### src/rtl/btn_pkg.sv
`default_nettype none
// ==========================================================================
// btn_pkg : FSM state type and default timing for btn_press_classifier
// Rev 1.0
// ==========================================================================
package btn_pkg;

   typedef enum logic [1:0] {
      LOCKOUT = 2'd0,
      IDLE    = 2'd1,
      HELD    = 2'd2,
      LONG    = 2'd3
   } btn_state_e;

   localparam int DEBOUNCE_CYC_DEF = 1_000_000;
   localparam int LONG_CYC_DEF     = 50_000_000;
   localparam int REPEAT_CYC_DEF   = 10_000_000;
   localparam int CNT_W_DEF        = 26;

endpackage
`default_nettype wire

### src/rtl/btn_sync_debounce.sv
`default_nettype none
// ==========================================================================
// btn_sync_debounce : pad synchroniser, polarity normalisation, debouncer
// Rev 1.0
// ==========================================================================
module btn_sync_debounce
   import btn_pkg::*;
#(
   parameter int BTN_ACTIVE_LOW = 1,
   parameter int DEBOUNCE_CYC   = DEBOUNCE_CYC_DEF,
   parameter int CNT_W          = CNT_W_DEF
) (
   input  logic clk_50MHz,
   input  logic rst_n,
   input  logic btn_raw_i,
   output logic btn_db_o,
   output logic btn_pend_o
);

   localparam logic             c_REL_LVL = (BTN_ACTIVE_LOW != 0);
   localparam logic [CNT_W-1:0] c_DB_LAST = CNT_W'(DEBOUNCE_CYC - 1);

   logic [1:0]       sync_q;
   logic             db_q, db_d;
   logic [CNT_W-1:0] stab_q, stab_d;
   logic             w_lvl;

   // 1 = pressed after normalisation
   assign w_lvl = sync_q[1] ^ c_REL_LVL;

   always_comb begin
      db_d   = db_q;
      stab_d = '0;
      if (w_lvl != db_q) begin
         if (stab_q == c_DB_LAST) begin
            db_d = w_lvl;
         end else begin
            stab_d = stab_q + 1'b1;
         end
      end
   end

   always_ff @(posedge clk_50MHz or negedge rst_n) begin
      if (!rst_n) begin
         sync_q <= {2{c_REL_LVL}};
         db_q   <= 1'b0;
         stab_q <= '0;
      end else begin
         sync_q <= {sync_q[0], btn_raw_i};
         db_q   <= db_d;
         stab_q <= stab_d;
      end
   end

   assign btn_db_o   = db_q;
   assign btn_pend_o = (w_lvl != db_q);

endmodule
`default_nettype wire

### src/rtl/btn_press_classifier.sv
`default_nettype none
// ==========================================================================
// btn_press_classifier : debounced push-button with short/long press pulses
// Optional auto-repeat of B_L while held: define BTN_AUTO_REPEAT_EN
// Rev 1.0
// ==========================================================================
module btn_press_classifier
   import btn_pkg::*;
#(
   parameter int BTN_ACTIVE_LOW = 1,
   parameter int DEBOUNCE_CYC   = DEBOUNCE_CYC_DEF,
   parameter int LONG_CYC       = LONG_CYC_DEF,
   parameter int REPEAT_CYC     = REPEAT_CYC_DEF,
   parameter int CNT_W          = CNT_W_DEF
) (
   input  logic clk_50MHz,
   input  logic rst_n,
   input  logic btn_raw,
   output logic btn_db,
   output logic B_S,
   output logic B_L
);

   if ((DEBOUNCE_CYC < 1) || (LONG_CYC < 2) || (REPEAT_CYC < 1) || (CNT_W < 2)) begin : g_cfg_err
      $error("btn_press_classifier: invalid timing parameters");
   end

   // Lockout also covers the two sync stages, which may still hold the pre-reset level
   localparam logic [CNT_W-1:0] c_LOCK_LAST = CNT_W'(DEBOUNCE_CYC + 1);
   localparam logic [CNT_W-1:0] c_LONG_LAST = CNT_W'(LONG_CYC - 1);

   btn_state_e       state_q, state_d;
   logic [CNT_W-1:0] hold_q, hold_d;
   logic [CNT_W-1:0] w_hold_inc;
   logic             bs_q, bs_d;
   logic             bl_q, bl_d;
   logic             w_pend;

`ifdef BTN_AUTO_REPEAT_EN
   localparam logic [CNT_W-1:0] c_REP_LAST = CNT_W'(REPEAT_CYC - 1);
   logic [CNT_W-1:0] rep_q, rep_d;
`endif

   btn_sync_debounce #(
      .BTN_ACTIVE_LOW (BTN_ACTIVE_LOW),
      .DEBOUNCE_CYC   (DEBOUNCE_CYC),
      .CNT_W          (CNT_W)
   ) u_sync_debounce (
      .clk_50MHz  (clk_50MHz),
      .rst_n      (rst_n),
      .btn_raw_i  (btn_raw),
      .btn_db_o   (btn_db),
      .btn_pend_o (w_pend)
   );

   assign w_hold_inc = hold_q + 1'b1;

   always_comb begin
      state_d = state_q;
      hold_d  = hold_q;
      bs_d    = 1'b0;
      bl_d    = 1'b0;
`ifdef BTN_AUTO_REPEAT_EN
      rep_d   = rep_q;
`endif
      case (state_q)
         LOCKOUT: begin
            if (btn_db || w_pend) begin
               hold_d = '0;
            end else if (hold_q == c_LOCK_LAST) begin
               hold_d  = '0;
               state_d = IDLE;
            end else begin
               hold_d = w_hold_inc;
            end
         end
         IDLE: begin
            hold_d = '0;
            if (btn_db) begin
               state_d = HELD;
            end
         end
         HELD: begin
            // threshold checked first so it wins over a coincident release
            if (btn_db && (w_hold_inc == c_LONG_LAST)) begin
               hold_d  = w_hold_inc;
               bl_d    = 1'b1;
               state_d = LONG;
`ifdef BTN_AUTO_REPEAT_EN
               rep_d   = '0;
`endif
            end else if (!btn_db) begin
               bs_d    = 1'b1;
               state_d = IDLE;
            end else begin
               hold_d = w_hold_inc;
            end
         end
         LONG: begin
            if (!btn_db) begin
               state_d = IDLE;
            end
`ifdef BTN_AUTO_REPEAT_EN
            else if (rep_q == c_REP_LAST) begin
               bl_d  = 1'b1;
               rep_d = '0;
            end else begin
               rep_d = rep_q + 1'b1;
            end
`endif
         end
         default: state_d = LOCKOUT;
      endcase
   end

   always_ff @(posedge clk_50MHz or negedge rst_n) begin
      if (!rst_n) begin
         state_q <= LOCKOUT;
         hold_q  <= '0;
         bs_q    <= 1'b0;
         bl_q    <= 1'b0;
      end else begin
         state_q <= state_d;
         hold_q  <= hold_d;
         bs_q    <= bs_d;
         bl_q    <= bl_d;
      end
   end

`ifdef BTN_AUTO_REPEAT_EN
   always_ff @(posedge clk_50MHz or negedge rst_n) begin
      if (!rst_n) begin
         rep_q <= '0;
      end else begin
         rep_q <= rep_d;
      end
   end
`endif

   assign B_S = bs_q;
   assign B_L = bl_q;

endmodule
`default_nettype wire

### config.mk
export PLATFORM = sky130hd
export DESIGN_NAME = btn_press_classifier
export DESIGN_NICKNAME = d
export VERILOG_FILES = /design/src/rtl/btn_pkg.sv /design/src/rtl/btn_sync_debounce.sv /design/src/rtl/btn_press_classifier.sv
export SDC_FILE = /design/constraint.sdc
export NUM_CORES = 1
export LEC_CHECK = 0
export ABC_AREA = 0
export CAP_MARGIN = 20
export CELL_PAD_IN_SITES_DETAIL_PLACEMENT = 1
export CELL_PAD_IN_SITES_GLOBAL_PLACEMENT = 2
export CORE_MARGIN = 4
export CORE_UTILIZATION = 25
export DETAILED_ROUTE_END_ITERATION = 16
export GPL_TIMING_DRIVEN = 0
export PLACE_DENSITY_LB_ADDON = 0.15
export SETUP_SLACK_MARGIN = 0.02
export SYNTH_ARGS = -nofsm -noshare
export SYNTH_HDL_FRONTEND = slang
export SYNTH_HIERARCHICAL = 1
export SYNTH_SLANG_ARGS = --single-unit
### constraint.sdc
create_clock -name clk_50MHz -period 3.45 [get_ports clk_50MHz]
set_input_delay 0.69 -clock clk_50MHz [delete_from_list [all_inputs] [get_ports clk_50MHz]]
set_output_delay 0.69 -clock clk_50MHz [all_outputs]
set_load 0.02 [all_outputs]
==> results of run 1 <==
[area by class of cell]
class	count	share of cell area (%)
multi-input cells	308	46.7
flip-flops and latches	59	34.0
clock buffers	12	5.67
well taps	184	5.30
plain buffers	27	4.38
inverters	19	1.64
clock inverters	4	1.18
repair buffers	5	1.09
[worst max-delay path by stage]
stage                                start                                   to  slack (ns)  depth (start not counted)
global placement                     rst_n  u_sync_debounce/stab_q[0]$_DFF_PN0_       -0.55                          1
finish              state_q[0]$_DFFE_PN0P_                hold_q[9]$_DFFE_PN0P_        0.41                         10
global route        state_q[0]$_DFFE_PN0P_               hold_q[11]$_DFFE_PN0P_        0.13                         10
detailed placement  state_q[0]$_DFFE_PN0P_                hold_q[9]$_DFFE_PN0P_        0.34                         10
CTS                 state_q[0]$_DFFE_PN0P_                hold_q[9]$_DFFE_PN0P_        0.32                         10
floorplan           state_q[0]$_DFFE_PN0P_               hold_q[15]$_DFFE_PN0P_        1.28                         10
[metrics by stage]
stage                     utilization [%]  setup WS (ns)  power, uW
after floorplan                         -           1.28        759
after global placement               27.7         -0.554        794
after detailed placement             27.6          0.341        796
after CTS                            29.7          0.317       1740
after global routing                 29.7          0.132       1780
final                                29.7          0.413       1690
[critical path, cell delays in order, from the launching register on]
cell	delay (ns)
sky130_fd_sc_hd__dfrtp_1	0.44
sky130_fd_sc_hd__inv_1	0.13
sky130_fd_sc_hd__ha_1	0.28
sky130_fd_sc_hd__nor2b_1	0.17
sky130_fd_sc_hd__or2_0	0.21
sky130_fd_sc_hd__clkbuf_1	0.25
sky130_fd_sc_hd__a21oi_1	0.26
sky130_fd_sc_hd__clkbuf_1	0.55
sky130_fd_sc_hd__buf_2	0.39
sky130_fd_sc_hd__nand3_1	0.11
sky130_fd_sc_hd__mux2i_1	0.15
[cell usage in the layout, fill, tap and decap left out, types with 9 or more instances in the layout]
cell and count:
sky130_fd_sc_hd__dfrtp_1 57, sky130_fd_sc_hd__or3_1 14, sky130_fd_sc_hd__nand4_1 13, sky130_fd_sc_hd__nor3_1 9
sky130_fd_sc_hd__clkbuf_1 9, sky130_fd_sc_hd__o21ai_0 15, sky130_fd_sc_hd__nor4_1 10, sky130_fd_sc_hd__a21oi_1 29
sky130_fd_sc_hd__nand3_1 24, sky130_fd_sc_hd__nor2_1 31, sky130_fd_sc_hd__ha_1 10, sky130_fd_sc_hd__or4_1 9
sky130_fd_sc_hd__xnor2_1 17, sky130_fd_sc_hd__clkbuf_16 9, sky130_fd_sc_hd__nand2_1 29, sky130_fd_sc_hd__inv_1 19
[power breakdown]
group | switching [uW] | internal [uW]
sequential | 8.24 | 700
combinational | 49.6 | 22.2
clock | 332 | 579
total | 389 | 1300
[sequential cells by signal (all words and copies together), names as in the netlist]
signal and count:
hold_q 26, u_sync_debounce/stab_q 26, state_q 2, u_sync_debounce/sync_q 2
B_L 1, B_S 1, u_sync_debounce/btn_db_o 1
[cells by family (layout without fill, tap and decap cells)]
group	after synthesis	after routing
muxes	7	7
and+or+nand+nor	178	178
adders and majority gates	10	10
AOI/OAI and AO/OA	94	94
DFF	59	59
xor gates and xnor gates	19	19
buffers and inverters	46	67
[routing by layer]
layer  share of wire [%]  GRT usage, %  routed length (um)  vias to the layer above
met2                  48          23.3                5470                       30
met1                  47          18.5                5410                     1630
li1                    -             -                   -                     1555
met4                 2.6          6.78                 298                        0
met3                 2.1          2.64                 235                       18
met5                   0             0                   0                        -
==> results by group, run 1 <==
Die
  • Number of top-level design ports: 6
  • Cell Rows: 44
  • Core Area: 14,600 sq um
  • Die ar.: 17,100 sq um
  • Initial core utilization: 25.8%
  • Die Y: 131 um
  • Die X: 131 um

Detailed routing
  • Residual DRC: 0
  • Post-detailed-route wirelength per cell: 18.5 um
  • First-pass detailed-route iteration total: 4
  • Post-Route WL: 11.4 mm
  • Via count: 3,233
  • Starting DRC count in detailed routing: 118
  • Post-DRT Antenna Nets: 0
  • Via density per instance: 5.23

Place
  • DP HPWL: 7.93 mm
  • Final RePlAce weighted congestion: 0.815
  • Cell area after placement: 4050 sq um
  • Count of input and output buffers: 5
  • DP Cell Count: 602

Clock tree
  • TritonCTS clock tree: done
  • Deepest level of the CTS H-tree: 3
  • Sinks on the clock net: 59
  • Buffer count from post-CTS setup fixing: 0
  • Clock tree root buffer cell: sky130_fd_sc_hd__clkbuf_16
  • Skew-Pair Late Insertion Delay: 0.34 ns
  • Total of hold buffers inserted after clock tree synthesis: 0
  • Maximum root-to-sink buffer count: 2
  • Cts repair resizes: 0
  • Clock slew at the register clock pins of the worst setup and hold paths: 0.06 ns
  • Number of buffers created by CTS: 9

Timing
  • Worst Clk Skew: 0.0107 ns
  • Time the final worst path needs with I/O delays and setup: 3.04 ns
  • Sum Neg Setup Slack: 0 ns
  • Transition time at the pin with the least slew margin: 0.812 ns
  • Peak Freq: 329 MHz
  • Number of endpoints with negative hold slack in the final report: 0
  • Final hold slack: 0.362 ns
  • Final period utilization: 88.0%
  • Worst slew margin: 45.9%
  • Setup repair after global routing missed its margin: no
  • Final max-slew violation count: 0
  • Setup Viol. Count Final: 0

Min path
  • Number of cells on the worst hold path: 0
  • Capture endpoint of the worst hold path: u_sync_debounce/sync_q[1]$_DFF_PN1_
  • Classification of the worst-slack hold path: reg2reg
  • Launch point of the worst hold path: u_sync_debounce/sync_q[0]$_DFF_PN1_

Synthesis
  • Number of instances in the synthesized netlist: 413
  • Number of register bits inferred by synthesis: 59
  • Synth Area in Simple Gates: 28.4%
  • Yosys top cell area share: 37.8%
  • Count of warnings emitted by yosys: 6
  • Primary FF master, synth: sky130_fd_sc_hd__dfrtp_1
  • Avg Cell Area, Syn: 9.13 sq um
  • Distinct cells, synth: 61
  • Post-synthesis share of cell area spent on xor and xnor gates: 4.41%
  • Share of async-settable or async-resettable flops after synthesis: 100%
  • Cell type with the largest total area after synthesis: sky130_fd_sc_hd__dfrtp_1
  • Most numerous cell in the Yosys netlist: sky130_fd_sc_hd__dfrtp_1
  • Proportion of synthesized area in mux cells: 1.86%
  • Top cells by area, synth: sky130_fd_sc_hd__dfrtp_1, sky130_fd_sc_hd__xnor2_1, sky130_fd_sc_hd__a21oi_1
  • Synthesized cell area: 3770 sq um
  • Number of enable flip-flop cells after synthesis: 0
  • Post-Synthesis Net Count: 426
  • Top cells by instance count after synthesis: sky130_fd_sc_hd__dfrtp_1, sky130_fd_sc_hd__nor2_1, sky130_fd_sc_hd__a21oi_1, sky130_fd_sc_hd__nand2_1, sky130_fd_sc_hd__nand3_1
  • Share of synthesized cell area in full adder, half adder and majority cells: 3.32%
  • Sequential cell area fraction in the yosys report: 39.2%
  • Main combinational cell family by area after synthesis: simple AND/OR/NAND/NOR gates
  • Post-synthesis compound-gate area fraction: 15.9%

Finish
  • Post-route cell area: 4350 sq um
  • Number of cells in the finished layout apart from fillers: 618
  • Ant. Diodes: 0
  • Filler cell count in the final layout: 1,698
  • Post-layout nets: 442
  • Fraction of layout instances using a drive strength above 1: 12.4%
  • Area growth syn-to-layout: 15.3%
  • Area of all sequential standard cells: 1480 sq um
  • Area of the multi-input gates: 2030 sq um

Global route
  • Maximum number of pins on one net before global-route repair: 60
  • Wire length of the first global-routing pass: 18.5 mm
  • Gr ovfl total: 0
  • Number of antenna violations at the first check in global routing: 0
  • Total global-route track usage: 14.4%
  • Number of global-route vias before repair: 3,313

Setup path
  • Nature of the critical path endpoint: flip-flop
  • Required time of the critical path: 3.70 ns
  • Largest fanout on the critical path: 10
  • Minimum setup slack among reg-to-reg paths: 0.41 ns
  • Startpoint class of the critical path: flip-flop
  • Critical path type: reg2reg
  • FF-to-FF path depth: 10
  • Worst reg2reg path startpoint: state_q[0]$_DFFE_PN0P_
  • Worst endpoint data arrival time: 3.29 ns
  • Crit Reg-Reg Endpoint: hold_q[9]$_DFFE_PN0P_

Pwr
  • Largest vdd supply drop: 196 uV
  • LEAKAGE: 0.00169 uW
  • Power density over cell area: 389 nW/um^2

Run
  • Max-capacitance violation count: 0

Status
  • Run status: completed
Note: power is estimated with default switching activity, not from simulation.
==> run 2, diff against run 1 <==
Settings changed: CAP_MARGIN 20 to unset, SLEW_MARGIN set to 20.
==> run 2 against run 1 <==
  * Worst hold slack lost 0.12 ns
  * Cell count is the same
  * Setup slack is essentially flat
  * Combinational power grew 5.1%
  * First-iteration DRC count grew 14%
  * Fmax is essentially flat
  * Highest routed layer unchanged
  * Sequential share of layout area grew 0.059 points
  * Sequential cell count is the same
  * Global-route usage grew 0.20 points
  * Final area shrank 0.17%
  * Critical path type unchanged
==> results by group, run 2 (same netlist as run 1, synthesis figures left out) <==
Detailed routing
  • Starting DRC count in detailed routing: 135 (+14%)
  • Post-Route WL: 11.4 mm (about the same)
  • Residual DRC: 0 (unchanged)
  • Post-detailed-route wirelength per cell: 18.5 um (about the same)
  • Via density per instance: 5.25 (+0.37%)
  • Via count: 3,245 (+0.37%)
  • First-pass detailed-route iteration total: 4 (unchanged)
  • Post-DRT Antenna Nets: 0 (unchanged)

Setup path
  • Critical path type: reg2reg
  • Bufs and invs on worst path: 4 (unchanged)
  • Delay of the slowest cell on the worst path: 0.54 ns (about the same)
  • Worst endpoint data arrival time: 3.30 ns (about the same)
  • Largest fanout on the critical path: 10 (unchanged)
  • Nature of the critical path endpoint: flip-flop
  • Critical-path top delay cell: sky130_fd_sc_hd__clkbuf_1
  • Worst-path cell chain: inv_1 -> ha_1 -> nor2b_1 -> or2_0 -> clkbuf_1 -> a21oi_1 -> clkbuf_1 -> buf_2 -> nand3_1 -> mux2i_1
  • Minimum setup slack among reg-to-reg paths: 0.41 ns (about the same)
  • Family with the most delay on the worst path: buffers and inverters
  • Startpoint class of the critical path: flip-flop
  • Cell seen most often among critical-path stages: sky130_fd_sc_hd__clkbuf_1
  • Required time of the critical path: 3.71 ns (about the same)

Clock tree
  • Number of buffers created by CTS: 9 (unchanged)
  • Clock slew at the register clock pins of the worst setup and hold paths: 0.05 ns (about the same)
  • Maximum root-to-sink buffer count: 2 (unchanged)
  • TritonCTS clock tree: done
  • Buffer count from post-CTS setup fixing: 0 (unchanged)
  • Clock tree root buffer cell: sky130_fd_sc_hd__clkbuf_16
  • Sinks on the clock net: 59 (unchanged)
  • Cts repair resizes: 0 (unchanged)
  • Total of hold buffers inserted after clock tree synthesis: 0 (unchanged)
  • Deepest level of the CTS H-tree: 3 (unchanged)
  • Skew-Pair Late Insertion Delay: 0.34 ns (about the same)

Timing
  • Final hold slack: 0.247 ns (-0.115 ns)
  • Final max-slew violation count: 0 (unchanged)
  • Setup repair after global routing missed its margin: no
  • Peak Freq: 329 MHz (about the same)
  • Transition time at the pin with the least slew margin: 0.721 ns (-0.0904 ns)
  • Worst slew margin: 51.9% (+6.0 points)
  • Final period utilization: 88.0% (about the same)
  • Setup Viol. Count Final: 0 (unchanged)
  • Worst Clk Skew: 0.00345 ns (-0.00729 ns)
  • Number of endpoints with negative hold slack in the final report: 0 (unchanged)
  • Minimum setup slack in the final design: 0.414 ns (+0.000405 ns)
  • Time the final worst path needs with I/O delays and setup: 3.04 ns (-0.000405 ns)

Global route
  • Number of antenna violations at the first check in global routing: 0 (unchanged)
  • Maximum number of pins on one net before global-route repair: 41 (-32%)
  • Number of global-route vias before repair: 3,382 (+2.1%)
  • Wire length of the first global-routing pass: 18.8 mm (+1.9%)
  • Gr ovfl total: 0 (unchanged)
  • Total global-route track usage: 14.6% (+0.20 points)

Place
  • Post-placement setup slack: 0.387 ns (+0.0464 ns)
  • Final RePlAce weighted congestion: 0.815 (unchanged)
  • DP HPWL: 8.04 mm (+1.4%)
  • Cell area after placement: 4080 sq um (+0.68%)
  • Count of input and output buffers: 5 (unchanged)

Finish
  • Ant. Diodes: 0 (unchanged)
  • Fraction of layout instances using a drive strength above 1: 12.2% (-0.23 points)
  • Post-route cell area: 4340 sq um (-0.17%)
  • Final core occ: 29.6% (-0.051 points)
  • Post-layout nets: 443 (+0.23%)
  • Area growth syn-to-layout: 15.1%
  • Largest regs: hold_q (26), u_sync_debounce/stab_q (26)
  • Most used cells in the layout excluding fill and tap cells: sky130_fd_sc_hd__dfrtp_1, sky130_fd_sc_hd__nor2_1, sky130_fd_sc_hd__nand2_1, sky130_fd_sc_hd__a21oi_1, sky130_fd_sc_hd__nand3_1
  • Commonest non-fill, non-tap cell in the layout: sky130_fd_sc_hd__dfrtp_1

Die
  • Initial core utilization: 25.8% (unchanged)
  • Die X: 131 um (unchanged)
  • Core Area: 14,600 sq um (unchanged)
  • Die ar.: 17,100 sq um (unchanged)
  • Cell Rows: 44 (unchanged)
  • Number of top-level design ports: 6 (unchanged)
  • Die Y: 131 um (unchanged)

Pwr
  • Largest vdd supply drop: 204 uV (+3.7%)
  • Power density over cell area: 372 nW/um^2 (-4.4%)
  • LEAKAGE: 0.00169 uW (-0.26%)
  • Total design power: 1610 uW (-4.5%)

Min path
  • Classification of the worst-slack hold path: in2async

Status
  • Run status: completed

Run
  • Max-capacitance violation count: 0 (unchanged)
[run 2: cell types whose count changed in the layout (fill, tap and decap cells not counted), sizes merged]
cell    before  now
clkinv       2    1
bufinv       1    0
buf         19   20
clkbuf      21   22
[run 2: path summary, 6_finish.rpt]
check / startpoint / cells past startpoint / to
worst max-delay path: state_q[0]$_DFFE_PN0P_ / 10 / hold_q[11]$_DFFE_PN0P_
worst min-delay path: rst_n / 1 / hold_q[19]$_DFFE_PN0P_
worst max register to register: state_q[0]$_DFFE_PN0P_ / 10 / hold_q[11]$_DFFE_PN0P_
worst min register to register: u_sync_debounce/sync_q[0]$_DFF_PN1_ / 0 / u_sync_debounce/sync_q[1]$_DFF_PN1_
max in group asynchronous: rst_n / 2 / u_sync_debounce/sync_q[1]$_DFF_PN1_
min in group clk_50MHz: u_sync_debounce/sync_q[0]$_DFF_PN1_ / 0 / u_sync_debounce/sync_q[1]$_DFF_PN1_
[run 2: metrics by stage]
stage	cells	TNS (ns)
finish	618	0
global route	618	0
CTS	618	0
detailed placement	603	0
global placement	602	-31.19
floorplan	413	0
[run 2: metal layers]
| layer | GRT usage (%) | part of all wire (%) |
|---|---|---|
| met5 | 0 | 0 |
| met4 | 6.65 | 2.6 |
| met2 | 24.5 | 49 |
| met1 | 17.8 | 45 |
| met3 | 3.17 | 2.7 |
[run 2: power breakdown]
part / internal [uW] / switching [uW] / total, uW / leakage [uW]
Clock: 501 / 329 / 830 / 0.000126
Combinational: 25.6 / 50.0 / 75.6 / 0.000748
Sequential: 701 / 8.11 / 709 / 0.000813
Total: 1230 / 387 / 1610 / 0.00169
[run 2: area by class of cell]
class | count | area [sq um]
Multi-Input combinational cell | 308 | 2030
Inverter | 19 | 71.3
Buffer | 27 | 190
Tap cell | 184 | 230
Sequential cell | 59 | 1480
Clock inverter | 2 | 12.5
Timing Repair Buffer | 6 | 75.1
Clock buffer | 13 | 250
Fill cell | 1697 | 10300
==> run 3, diff against run 2 <==
Settings changed: TNS_END_PERCENT set to 30.
==> results of run 3 <==
No change in the layout: final DEF, timing and power equal those of run 2.
==> variant 1: new RTL, settings of run 3 <==
Change the package constant `CNT_W_DEF` from 26 to 52.
--- a/src/rtl/btn_pkg.sv
+++ b/src/rtl/btn_pkg.sv
@@ -17,3 +17,3 @@
    localparam int REPEAT_CYC_DEF   = 10_000_000;
-   localparam int CNT_W_DEF        = 26;
+   localparam int CNT_W_DEF        = 52;
 
Check against the original RTL: same outputs for any inputs over 10 cycles, from zero or initial values and one cycle with rst_n low; that may be too few to reach the edited logic, so the function may still have changed.
==> variant 1 against run 3 <==
- combinational power grew 68%
- die area grew 88%
- sequential share of layout area shrank 0.79 points
- routed wire length grew 140%
- power grew 62%
- sequential cell count grew 52
- area after synthesis grew 95%
- design area grew 93%
- synthesized cell count grew 110%
- maximum frequency shrank 11%
- setup slack lost 380 ps
- critical endpoint is now state_q[0]
==> variant 1: results (changes against run 3) <==
later-pin clock latency in the skew report 370 ps (+30 ps); number of global-route vias before repair 6877 (+100%); Leak Pwr 3.06 nW (+81%); FF-to-FF path depth 9 (-1); reg2reg start hold_q[31]; outcome finished, final reports clean; CP startpoint hold_q[31]; largest net degree at the start of global routing 78 (+90%); Rel. slew slack 44.2% (-7.7 points); peak supply drop 233 uV (+14%); layout cells sized above 1 12.3% (+0.089 points); sw power 0.671 mW (+73%); DPL Wire Length 20000 um (+150%); placed cell count 1244 (+110%); Worst-path clk slew 90 ps (+40 ps); synth top area cells dfrtp_1, o21ai_0, nand2_1, nand4_1, xor2_1; Ys Warns 6 (unchanged); wire length per cell 21.9 um (+19%); via count 6731 (+110%); Longest Clk Path Bufs 2 (unchanged); initial antenna violation count 0 (unchanged); Commonest cells post-synth dfrtp_1, nand2_1, o21ai_0; Post-Layout Cell Count 1262 (+100%); syn nets 867 (+100%); initial drt markers 348 (+160%); post-synthesis average cell area 8.60 um^2 (-5.8%); Final Skew 15.6 ps (+12.1 ps); DR pass1 iterations 5 (+1); met3 Use GR 2.37% (-0.80 points); sequential area share after synthesis 37.9% (-1.4 points); reg2reg end state_q[0]; met1 usage 24.5% (+6.7 points); total track usage 17.8% (+3.3 points); Top Registers hold_q x52, u_sync_debounce/stab_q x52; GRT met2 Usage 29.1% (+4.6 points); first-pass GRT wire length 43600 um (+130%); CP arrival 3700 ps (+400 ps); Tightest Hold Check Type in -> async; Netlist cell types 69 (+13%); Placer Congestion 0.844 (+3.6%); Reg2Reg Setup Slack 40 ps (-380 ps); Nets 886 (+100%)
## variant 1: logic make-up (layout without fill, tap and decap cells)
| family | after synthesis | in the layout | share of synthesized area (%) |
|---|---|---|---|
| multiplexers | 5 | 5 | 0.699 |
| flip-flops | 111 | 111 | 37.9 |
| buffers and inverters | 72 | 96 | 4.84 |
| XOR/XNOR | 60 | 60 | 7.16 |
| AND/OR/NAND/NOR | 424 | 424 | 33.1 |
| adder cells (fa/ha/maj) | 10 | 10 | 1.70 |
| AO/OA/AOI/OAI | 172 | 172 | 14.6 |
## variant 1: worst max-delay path by stage
stage | to | slack (ps) | cells after the start
2_1_floorplan | state_q[0] | 560 | 10
3_3_place_gp | u_sync_debounce/stab_q[26] | -3370 | 1
3_5_place_dp | hold_q[31] | -940 | 10
4_1_cts | state_q[0] | 20 | 8
5_1_grt | state_q[0] | -30 | 9
6_report | state_q[0] | 40 | 9
## variant 1: worst max-delay path: stages (launching register included)
cell and delay (ps):
dfrtp_1 390, clkbuf_1 370, nand4_1 280, or4_1 550, or2_2 340, xnor2_1 140, o31ai_1 470, and3_1 280
a41oi_1 240, a221oi_2 280
## variant 1: metal layers
layer,wire [um],vias to the layer above
li1,-,3208
met1,13100,3402
met2,13000,91
met3,770,30
met4,748,0
met5,0,-
## variant 1: what timing repair did
| item | in CTS | in global routing |
|---|---|---|
| gates resized for setup | 15 | 22 |
| endpoints found under the setup margin | 54 | 36 |
| pin swaps | 0 | 2 |
| buffers inserted | 0 | 3 |
| cloned | 0 | 0 |
## variant 1: power by group through the flow
stage	Clock (mW)	Combinational, mW	Sequential, mW
floorplan	0	0.0563	1.34
global placement	0	0.125	1.34
detailed placement	0	0.130	1.34
CTS	1.22	0.131	1.31
global route	1.27	0.143	1.32
finish	1.17	0.127	1.31
## variant 1: final cells by class
class / instances / area (um^2)
Clock inverter: 6 / 72.6
Fill cell: 3403 / 20500
Buffer: 56 / 317
Clock buffer: 10 / 239
Multi-Input combinational cell: 671 / 4310
Inverter: 15 / 56.3
Sequential cell: 111 / 2790
Timing Repair Buffer: 9 / 105
Tap cell: 384 / 480
## variant 1: stage by stage
stage	utilization, %	setup slack [ps]	cell area [um^2]	TNS, ps	hold slack (ps)
2_1_floorplan	-	562	7340	0	345
3_3_place_gp	27.3	-3370	7870	-404870	347
3_5_place_dp	27.4	-936	7910	-34690	349
4_1_cts	28.7	20.3	8290	0	175
5_1_grt	29.0	-33.5	8370	-33.5	184
6_report	29.0	36.0	8370	0	175
==> variant 2: new RTL, flow settings as in run 3 <==
Without the edit above. Encoding of `btn_state_e`: now one-hot (4 bits for 4 states).
--- a/src/rtl/btn_pkg.sv
+++ b/src/rtl/btn_pkg.sv
@@ -7,7 +7,7 @@
 
-   typedef enum logic [1:0] {
-      LOCKOUT = 2'd0,
-      IDLE    = 2'd1,
-      HELD    = 2'd2,
-      LONG    = 2'd3
+   typedef enum logic [3:0] {
+      LOCKOUT = 4'b0001,
+      IDLE    = 4'b0010,
+      HELD    = 4'b0100,
+      LONG    = 4'b1000
    } btn_state_e;
Check against the original RTL: same outputs for any inputs over 10 cycles, from zero or initial values and one cycle with rst_n low; not proved beyond that.
==> variant 2 against run 3 <==
- routed wire length grew 0.59%
- synthesized cell count grew 1.7%
- highest routed layer unchanged
- setup slack gained 210 ps
- power grew 23%
- non-clock buffer count shrank 6
- sequential cell count grew 2
- global-route usage is essentially flat
- via count shrank 0.80%
- design area grew 0.29%
- final cell count grew 1.3%
- area after synthesis shrank 2.0%
==> variant 2: results (changes against run 3) <==
Clock Tree Root clkbuf_16; final hold violations 0 (unchanged); first-pass GRT wire length 18800 um (unchanged); Post-Layout Cell Count 626 (+1.3%); post-synthesis average cell area 8.80 um^2 (-3.6%); initial antenna violation count 0 (unchanged); via count 3219 (-0.80%); initial drt markers 130 (-3.7%); Ys Warns 6 (unchanged); outcome finished, final reports clean; Worst Path Max Fanout 9 (-1); DR pass1 iterations 4 (unchanged); peak supply drop 200 uV (-1.7%); # fillers 1735 (+2.2%); Post-CTS Setup Bufs 0 (unchanged); Tightest Hold Check Type in -> async; Post-Synth XOR/XNOR Area 4.50% (+0.088 points); total track usage 14.6% (about the same); post-synthesis mux area share 1.35% (-0.50 points); number of global-route vias before repair 3320 (-1.8%); sequential area share after synthesis 41.4% (+2.2 points); Slew Limit Fails 0 (unchanged); CP arrival 3040 ps (-260 ps); Synth Area in Compound Gates 16.2% (+0.35 points); Commonest cells post-synth dfrtp_1, nand2_1, nand3_1, nor2_1, a21oi_1; Netlist cell types 61 (unchanged); Final Skew 8.14 ps (+4.69 ps); placed cell count 610 (+1.2%); CTS HTree Levels 3 (unchanged); post-synthesis adder-cell area fraction 1.35% (-2.0 points); DPL Wire Length 8080 um (+0.58%); Worst-path clk slew 60 ps; Longest Clk Path Bufs 2 (unchanged); prevailing post-synth register cell dfrtp_1; Leak Pwr 1.69 nW (+0.25%); syn nets 427 (+0.23%); Top Registers hold_q x26, u_sync_debounce/stab_q x26, state_q x4; synth top area cells dfrtp_1, nand3_1, xnor2_1, a21oi_1, nand2_1; layout cells sized above 1 12.9% (+0.68 points); Synth async-reset ratio 100% (unchanged); Nets 444 (+0.23%); Reg2Reg Setup Slack 620 ps (+210 ps); Placer Congestion 0.749 (-8.1%); largest net degree at the start of global routing 47 (+15%); WL final 11500 um (+0.59%); later-pin clock latency in the skew report 340 ps (about the same); period utilisation layout 82.0% (-6.0 points); Place WS 522 ps (+136 ps); Worst-Margin Slew 715 ps (-6.52 ps)
## variant 2: cell types whose count changed after synthesis, moves of 5 or more
cell,before,now
or3_1,14,9
buf_2,5,10
nand2_1,29,37
a31oi_1,7,1
nand3_1,24,34
ha_1,10,4
o21ai_1,7,1
buf_4,5,0
## variant 2: worst paths after layout
check,cells after the start,to,start
max,8,state_q[3],hold_q[1]
min,1,hold_q[2],rst_n
max reg2reg,8,state_q[3],hold_q[1]
min reg2reg,0,u_sync_debounce/sync_q[1],u_sync_debounce/sync_q[0]
max in group asynchronous,2,state_q[0],rst_n
min in group clk_50MHz,0,u_sync_debounce/sync_q[1],u_sync_debounce/sync_q[0]
## variant 2: area by class of cell
type	instances	area, um^2	share of cell area (%)
clock inverter	6	110	2.53
multi-input combinational	317	1960	45.1
buffer	21	126	2.90
sequential	61	1530	35.2
timing repair buffer	6	75.1	1.73
clock buffer	10	239	5.49
inverter	21	78.8	1.81
tap	184	230	5.29
## variant 2: critical path: stages (launching register included)
cell,delay [ps]
dfrtp_1,520
ha_1,350
nand4_2,220
nor4_2,590
and2_0,210
buf_2,180
a311oi_1,120
o2111ai_1,360
o21ai_0,150
## variant 2: logic make-up after synthesis
logic type / after synthesis
simple gates: 196
fa+ha+maj: 4
xor+xnor: 19
flops: 61
mux: 5
buf+inv: 42
compound gates: 93
## variant 2: routing by layer
layer | GRT usage [%] | wire length [um] | vias to the layer above | part of all wire [%]
met3 | 2.35 | 248 | 12 | 2.2
met2 | 21.7 | 5150 | 18 | 45
met4 | 5.50 | 167 | 0 | 1.5
met1 | 21.2 | 5930 | 1623 | 52
met5 | 0 | 0 | - | 0
li1 | - | - | 1566 | -
## variant 2: through the flow
stage | hold WS [ps] | area (um^2) | power [mW] | util [%] | setup TNS (ps)
final | 233 | 4350 | 1.98 | 29.9 | 0
after detailed placement | 349 | 4000 | 0.917 | 27.5 | 0
after CTS | 230 | 4350 | 2.03 | 29.9 | 0
after global placement | 348 | 3980 | 0.912 | 27.4 | -45830
after floorplan | 345 | 3700 | 0.857 | - | 0
after global routing | 242 | 4350 | 2.07 | 29.9 | 0
## variant 2: report_power, final
group | switching, mW | internal, mW
clock network | 0.361 | 0.724
registers | 0.0340 | 0.735
logic | 0.0818 | 0.0493
